### src/rtl/imem_fetch_ctrl.sv
// imem_fetch_ctrl: instruction fetch sequencer.
// Owns the fetch PC, issues in-order word reads under a credit limit, buffers
// returned words with their PCs, and discards stale responses after a redirect.
module imem_fetch_ctrl #(
  parameter logic [31:0] RESET_PC   = 32'h0000_0000,
  parameter int          FIFO_DEPTH = 2
) (
  input  logic        clk,
  input  logic        rst,
  input  logic        redirect_valid,
  input  logic [31:0] redirect_pc,
  output logic        mem_req_valid,
  output logic [31:0] mem_req_addr,
  input  logic        mem_req_ready,
  input  logic        mem_rsp_valid,
  input  logic [31:0] mem_rsp_data,
  output logic        if_valid,
  output logic [31:0] if_pc,
  output logic [31:0] if_inst,
  input  logic        if_ready
);

  localparam int          PW      = (FIFO_DEPTH > 1) ? $clog2(FIFO_DEPTH) : 1;
  localparam int          CW      = PW + 1;
  localparam logic [CW:0] DEPTH_C = (CW+1)'(FIFO_DEPTH);

  typedef enum logic {RUN = 1'b0, DRAIN = 1'b1} state_t;

  state_t        state_q, state_d;
  logic          req_valid_q, req_valid_d;
  logic [31:0]   req_addr_q, req_addr_d;
  logic [31:0]   pc_q, pc_d;
  logic [CW-1:0] out_q, out_d;
  logic [CW-1:0] drop_q, drop_d;
  logic [CW-1:0] cnt_q, cnt_d;
  logic [PW-1:0] wr_q, rd_q, tag_wr_q, tag_rd_q;
  logic [31:0]   pc_mem   [FIFO_DEPTH];
  logic [31:0]   inst_mem [FIFO_DEPTH];
  logic [31:0]   tag_mem  [FIFO_DEPTH];

  logic          acc, held, run_now, push, pop, tag_push, credit;
  logic [31:0]   redir_pc, pc_src;

  // A request still waiting for ready at the end of this cycle is "held"; it
  // keeps its address even across a redirect and is then treated as stale.
  assign acc      = req_valid_q & mem_req_ready;
  assign held     = req_valid_q & ~mem_req_ready;
  assign run_now  = (state_q == RUN) & ~redirect_valid;
  assign push     = mem_rsp_valid & run_now;
  assign tag_push = acc & run_now;
  assign pop      = (cnt_q != '0) & if_ready & ~redirect_valid;
  assign redir_pc = redirect_pc & ~32'h3;

  // Outstanding-read, drop and buffer-occupancy counters
  always_comb begin
    out_d = out_q + CW'(acc) - CW'(mem_rsp_valid);
    cnt_d = redirect_valid ? '0 : cnt_q + CW'(push) - CW'(pop);
    if (redirect_valid)
      drop_d = out_d;
    else if (state_q == DRAIN)
      drop_d = drop_q + CW'(acc) - CW'(mem_rsp_valid);
    else
      drop_d = '0;
  end

  // Next-state logic: stay in DRAIN until every stale read has come back
  always_comb begin
    state_d = state_q;
    if (redirect_valid)
      state_d = ((out_d != '0) || held) ? DRAIN : RUN;
    else if ((state_q == DRAIN) && (drop_d == '0) && !held)
      state_d = RUN;
  end

  // Request generation: credit is judged on the counts the new request will see
  always_comb begin
    pc_src      = redirect_valid ? redir_pc : pc_q;
    credit      = ({1'b0, out_d} + {1'b0, cnt_d}) < DEPTH_C;
    req_valid_d = 1'b0;
    req_addr_d  = req_addr_q;
    pc_d        = pc_src;
    if (held) begin
      req_valid_d = 1'b1;
    end else if ((state_d == RUN) && credit) begin
      req_valid_d = 1'b1;
      req_addr_d  = pc_src;
      pc_d        = pc_src + 32'd4;
    end
  end

  // Outputs: head fields read as zero whenever the buffer is empty
  always_comb begin
    mem_req_valid = req_valid_q;
    mem_req_addr  = req_addr_q;
    if_valid      = (cnt_q != '0);
    if_pc         = (cnt_q != '0) ? pc_mem[rd_q]   : '0;
    if_inst       = (cnt_q != '0) ? inst_mem[rd_q] : '0;
  end

  // FSM state register
  always_ff @(posedge clk) begin
    if (rst) state_q <= RUN;
    else     state_q <= state_d;
  end

  // Control registers; a redirect flushes the instruction buffer and tag queue
  always_ff @(posedge clk) begin
    if (rst) begin
      req_valid_q <= 1'b0;
      pc_q        <= RESET_PC;
      out_q       <= '0;
      drop_q      <= '0;
      cnt_q       <= '0;
      wr_q        <= '0;
      rd_q        <= '0;
      tag_wr_q    <= '0;
      tag_rd_q    <= '0;
    end else begin
      req_valid_q <= req_valid_d;
      pc_q        <= pc_d;
      out_q       <= out_d;
      drop_q      <= drop_d;
      cnt_q       <= cnt_d;
      if (redirect_valid) begin
        wr_q     <= '0;
        rd_q     <= '0;
        tag_wr_q <= '0;
        tag_rd_q <= '0;
      end else begin
        if (push)     wr_q     <= wr_q + PW'(1);
        if (pop)      rd_q     <= rd_q + PW'(1);
        if (tag_push) tag_wr_q <= tag_wr_q + PW'(1);
        if (push)     tag_rd_q <= tag_rd_q + PW'(1);
      end
    end
  end

  // Data storage: request address, tag queue and instruction buffer
  always_ff @(posedge clk) begin
    req_addr_q <= req_addr_d;
    if (tag_push) tag_mem[tag_wr_q] <= req_addr_q;
    if (push) begin
      pc_mem[wr_q]   <= tag_mem[tag_rd_q];
      inst_mem[wr_q] <= mem_rsp_data;
    end
  end

endmodule

### config.mk
export PLATFORM = sky130hd
export DESIGN_NAME = imem_fetch_ctrl
export DESIGN_NICKNAME = d
export VERILOG_FILES = /design/src/rtl/imem_fetch_ctrl.sv
export SDC_FILE = /design/constraint.sdc
export NUM_CORES = 1
export LEC_CHECK = 0
export ABC_AREA = 1
export BUFFER_PORTS_ARGS = -buffer_cell sky130_fd_sc_hd__buf_2
export CAP_MARGIN = 15
export CORE_MARGIN = 2
export CORE_UTILIZATION = 45
export CTS_BUF_LIST = sky130_fd_sc_hd__clkbuf_8 sky130_fd_sc_hd__clkbuf_16
export DETAILED_ROUTE_END_ITERATION = 8
export GPL_TIMING_DRIVEN = 1
export PLACE_DENSITY = 0.69
export SYNTH_ARGS = -nofsm -noshare
export SYNTH_HDL_FRONTEND = slang
export SYNTH_SLANG_ARGS = --single-unit
### constraint.sdc
create_clock -name clk -period 6.4 [get_ports clk]
set_clock_uncertainty 0.1 [all_clocks]
set_input_delay 1.28 -clock clk [delete_from_list [all_inputs] [get_ports clk]]
set_output_delay 1.28 -clock clk [all_outputs]
set_load 0.01 [all_outputs]
== Yosys cells after proc, flatten, opt, wreduce, memory -nomap -nowiden ==
Memories as Yosys holds them, arrays and structs flattened. A register that Yosys moved wholly into a read port is not among the register bits.
Cells that the tools add are included.

* Add/sub/neg operators: 12
* Magnitude comparators: 1
* Mux-type cells: 23
* Bitwise logic cells: 12
* Reductions and logical operators: 10

{| class="wikitable"
|+ Operators by type and width
! cell !! count
|-
| $mux 32 || 5
|-
| $add 32x3->32 const B || 1
|-
| $mux 1 || 15
|-
| $and 1x1->1 || 7
|-
| $add 2x1->2 || 3
|-
| $mux 2 || 3
|-
| $sub 2x1->2 || 3
|-
| $not 1->1 || 5
|-
| $add 1x1->1 const B || 4
|-
| $reduce_bool 2->1 || 2
|-
| $add 2x2->3 || 1
|-
| $logic_and 1x1->1 || 3
|-
| $lt 3x2->1 const B || 1
|-
| $logic_not 2->1 || 1
|-
| $reduce_and 2->1 || 1
|-
| $reduce_or 2->1 || 1
|-
| $logic_not 1->1 || 1
|-
| $logic_or 1x1->1 || 1
|}

* Register bits after elaboration: 76
* Memory bits (writable): 192
* Output and inout bits: 98
* Word-level logic and storage cells: 72
* Memories kept: 3

{| class="wikitable"
|+ Memory list
! memory !! words !! bits a word !! rd ports !! clocked after memory_dff !! write ports !! line !! source
|-
| inst_mem || 2 || 32 || 1 || 1 || 1 || 38 || <nowiki>logic [31:0] inst_mem [FIFO_DEPTH];</nowiki>
|-
| pc_mem || 2 || 32 || 1 || 1 || 1 || 37 || <nowiki>logic [31:0] pc_mem [FIFO_DEPTH];</nowiki>
|-
| tag_mem || 2 || 32 || 1 || 1 || 1 || 39 || <nowiki>logic [31:0] tag_mem [FIFO_DEPTH];</nowiki>
|}

== Longest topological paths before layout ==
* Depth in word-level cells: 14
* Depth in mapped cells: 19

== Worst setup path before layout ==
No wires, ideal clock.

* Path type: input -> register
* From: input redirect_valid
* To: memory inst_mem[1][0] (enable)
* Setup time: 0.488 ns
* Arrival: 4.680 ns
* Required time: 5.812 ns
* Setup slack: 1.132 ns
* Cell stages on the path: 6
* Path buffers: 3
* Cells stage by stage: buf_6 > buf_4 > buf_2 > nor2_1 > nand2_1 > nor2_1

* Word-level cells in the longest chain between the ends: 5

{| class="wikitable"
|+ RTL lines
! element !! line !! source
|-
| start: declaration || 10 || <nowiki>input logic redirect_valid,</nowiki>
|-
| $not 1->1 || 48 || <nowiki>assign run_now = (state_q == RUN) & ~redirect_valid;</nowiki>
|-
| $and 1x1->1 || 48 ||
|-
| $and 1x1->1 || 49 || <nowiki>assign push = mem_rsp_valid & run_now;</nowiki>
|-
| $mux 1 || 142 || <nowiki>if (push) begin</nowiki>
|-
| $mux 1 (not written as such) || 144 || <nowiki>inst_mem[wr_q] <= mem_rsp_data;</nowiki>
|-
| end: declaration || 38 ||
|}

No other way between the ends.

== Worst setup path in the final report ==
* From: input redirect_valid
* To: register pc_q[9]

* Word-level cells in the longest chain between the ends: 11

{| class="wikitable"
|+ RTL lines
! element !! line !! source
|-
| $not 1->1 || 48, 51 ||
|-
| $and 1x1->1 || 48 ||
|-
| $and 1x1->1 || 49 ||
|-
| $add 2x1->2 || 57 || <nowiki>cnt_d = redirect_valid ? '0 : cnt_q + CW'(push) - CW'(pop);</nowiki>
|-
| $sub 2x1->2 || 57 ||
|-
| $mux 2 * || 57 ||
|-
| via cnt_d[1] || 35 || <nowiki>logic [CW-1:0] cnt_q, cnt_d;</nowiki>
|-
| $add 2x2->3 * || 78 || <nowiki>credit = ({1'b0, out_d} + {1'b0, cnt_d}) < DEPTH_C;</nowiki>
|-
| $lt 3x2->1 * || 78 ||
|-
| $logic_and 1x1->1 * || 84 || <nowiki>end else if ((state_d == RUN) && credit) begin</nowiki>
|-
| $mux 32 * || 84 ||
|-
| $mux 32 * || 82 || <nowiki>if (held) begin</nowiki>
|-
| end signal: assignment || 120 || <nowiki>pc_q <= pc_d;</nowiki>
|-
| end: declaration || 32 || <nowiki>logic [31:0] pc_q, pc_d;</nowiki>
|}

Mark *: on every way through the listed nets, which the timed path passes. The rest lies on a longest branch.
A chain may end at the register's enable or synchronous reset.

==> out/qor.yml <==
power_and_ir_drop:
  peakVddDrop_mv: 0.191
  power-per-cell-area_nw_per_um2: 321
  leakage_nw: 5.21
  p_total_w: 0.00425
finish:
  fillers: 2043
  syn_to_final_growth_pct: 19.8
  antenna_cells: 0
  drive_gt1_frac: 0.280
  multi_input_area_sq_um: 2990
  nNetsFinal: 1208
  layoutNonFillerInstCount: 1477
  stdcell_area_sq_um: 13200
  seq_area_sq_um: 7650
worst_hold_path:
  min_path_type: "flop to flop"
place:
  dp_hpwl_um: 14100
  place.gp.congestion: 0.825
  dp.cells: 1424
  port_buffers: 165
  placed_area_sq_um: 12200
route:
  drc: 0
  avgRoutedWirePerCell_um: 15.2
  wl_um: 22400
  drtAntennaViolNets: 0
  drt_pre_antenna_iters: 5
  first_iter_violations: 393
  drt-vias-per-instance: 4.85
  vias: 7169
synth:
  synth_top_area_frac: 0.609
  synth_nets: 1040
  synth_edf_count: 224
  ys_ff_latch: 270
  avgSynthCellArea_sq_um: 11.5
  synth_compound_area_frac: 0.0487
  synth-xor-area-share: 0.00159
  synth-simple-area-share: 0.176
  synth_cells: 963
  ys.flop_type: "edfxtp_1"
  synthArstFlopShare: 0
  synth_area_sq_um: 11000
  synthAdderAreaFrac: 0.00861
  yosysSeqAreaShare: 0.693
  synth_top_family_by_area: "simple AND/OR/NAND/NOR gates"
  synthTopCellsByArea: "edfxtp_1, nand2_1, dfxtp_1"
  synth_top_area_cell: "edfxtp_1"
  synth.distinct_cells: 36
  yosys_warnings: 0
  muxShareOfSynthArea: 0.0326
cts:
  cts_sinks: 270
  cts.htree.levels: 1
  cts_tree: "yes"
  clockRootBuffer: "clkbuf_16"
  clk_latency_ns: 0.54
  cts_inserted_buffers: 28
  cts_hold_buf: 0
  clock_path_buffers: 3
  post_cts_resized: 0
  postCtsSetupBuffers: 0
  path_clk_slew_ns: 0.06
worst_setup_path:
  crit_path_end_kind: "flop"
  crit_type: "input port to flop"
  cp_data_required_time_ns: 6.73
  start_kind: "input port"
  cp_data_arrival_time_ns: 4.63
  crit_fanout: 23
sta:
  slew_headroom: 0.337
  min_period_over_period: 0.672
  rsz0062_at_grt: "no"
  hold_viol_final: 0
  tightest_slew_ns: 0.993
  slew_violations: 0
  max_freq_ghz: 0.232
  fin_crit_ns: 4.30
  setup-tns-final_ns: 0
  setup_viol: 0
  hold_ws_ns: 0.340
grt:
  grt_max_degree: 65
  grt_pass1_vias: 6716
  antenna_found_initial: 0
  grt_pass1_wl_um: 35000
  grt_usage: 0.170
  overflow: 0
floorplanning:
  pin_count: 168
  dieHeight_um: 161
  rows: 57
  die_x_um: 161
  core_area_sq_um: 24200
  start_util: 0.457
  design.die.area_sq_um: 25800
outcome:
  run_status: "finished clean"
run:
  maxCapViolations: 0
synthesized netlist by cell type, types with 2 or more instances:
library cell  instances
nor3_1               11
buf_2                 5
edfxtp_1            224
or2_0                 3
or2_2                 3
o21ai_1               6
nand3_1              22
mux2_2               32
inv_2                 8
inv_1                52
buf_6                 3
nor2_2                9
nand3_2               5
nand2_1             257
nor2_4                6
o21ai_4               3
clkbuf_1             22
buf_1                 5
buf_4                 4
o21ai_0              10
and2_1                2
nand4_1               3
dfxtp_1              46
a21oi_1              80
ha_1                  6
nor2_1              101
nor4_1                2
nand2_2              25
worst max-delay path, stage by stage:
cell	delay, ns
buf_2	0.19
nor2_1	0.16
nand2_1	0.20
ha_1	0.34
inv_1	0.04
ha_1	0.18
inv_1	0.06
nor2_1	0.05
nor3_1	0.25
fa_1	0.46
nor2_1	0.22
nand3_2	0.18
nor2_4	0.55
buf_4	0.27
nand3_1	0.07
nand2_1	0.06
nor2_1	0.05
flip-flops by register name, summed over array words and instances, names as in the netlist, named ones only:
signal	count
inst_mem	64
pc_mem	64
tag_mem	64
mem_req_addr	32
pc_q	32
cnt_q	2
drop_q	2
out_q	2
mem_req_valid	1
rd_q	1
state_q	1
tag_rd_q	1
tag_wr_q	1
wr_q	1
metrics by stage:
step | utilization | setup WS, ns
floorplan | - | 1.13
global placement | 0.505 | 1.58
detailed placement | 0.505 | 1.54
CTS | 0.546 | 2.09
global route | 0.547 | 1.81
finish | 0.547 | 2.10
cells in the final DEF, fill, tap and decap left out, types with 3 or more instances in the layout:
cell type  count
buf_4         10
buf_2        165
mux2_2        32
nor2_4        10
nand2_2       25
inv_1         58
dfxtp_1       45
inv_2          8
ha_1           6
edfxtp_1     224
nor3_1        11
or2_0          3
nand4_1        3
bufinv_16      4
o21ai_0       10
clkbuf_16     29
o21ai_4        3
a21oi_1       80
nor2_1        96
nor2_2        10
o21ai_1        6
clkbuf_8       5
buf_12         3
nand3_2        5
nand3_1       22
or2_2          3
nand2_1      257
final cells by class:
| cell class | count | share of cell area |
|---|---|---|
| tap | 324 | 0.0306 |
| clock buffer | 34 | 0.0600 |
| timing repair buffer | 178 | 0.0726 |
| sequential | 270 | 0.578 |
| clock inverter | 18 | 0.0156 |
| multi-input combinational | 592 | 0.226 |
| inverter | 61 | 0.0173 |
worst paths after layout:
check        slack (ns)       to  depth (start not counted)           start
max                2.10  pc_q[9]                         17  redirect_valid
min                0.34  pc_q[0]                          2         pc_q[0]
max reg2reg        2.75  pc_q[9]                         16         state_q
min reg2reg        0.34  pc_q[0]                          2         pc_q[0]
kinds of logic (layout without fill, tap and decap cells):
family          after synthesis  in the layout
simple gates                451            451
flops                       270            270
buf+inv                     101            291
compound gates              100            100
mux                          32             32
fa+ha+maj                     7              7
xor+xnor                      2              2
per-layer routing:
metal / GRT usage / wire length (um) / share of wire
met4: 0.0508 / 431 / 0.019
met3: 0.0294 / 1300 / 0.058
met5: 0 / 0 / 0
met1: 0.230 / 9920 / 0.44
met2: 0.285 / 10800 / 0.48
report_power, final:
group	total, W	leakage (nW)	switching [W]	internal (W)
clock network	0.00170	0.511	0.000653	0.00104
registers	0.00212	2.43	0.0000612	0.00206
logic	0.000433	2.27	0.000286	0.000147
(Power assumes the default switching activity.)
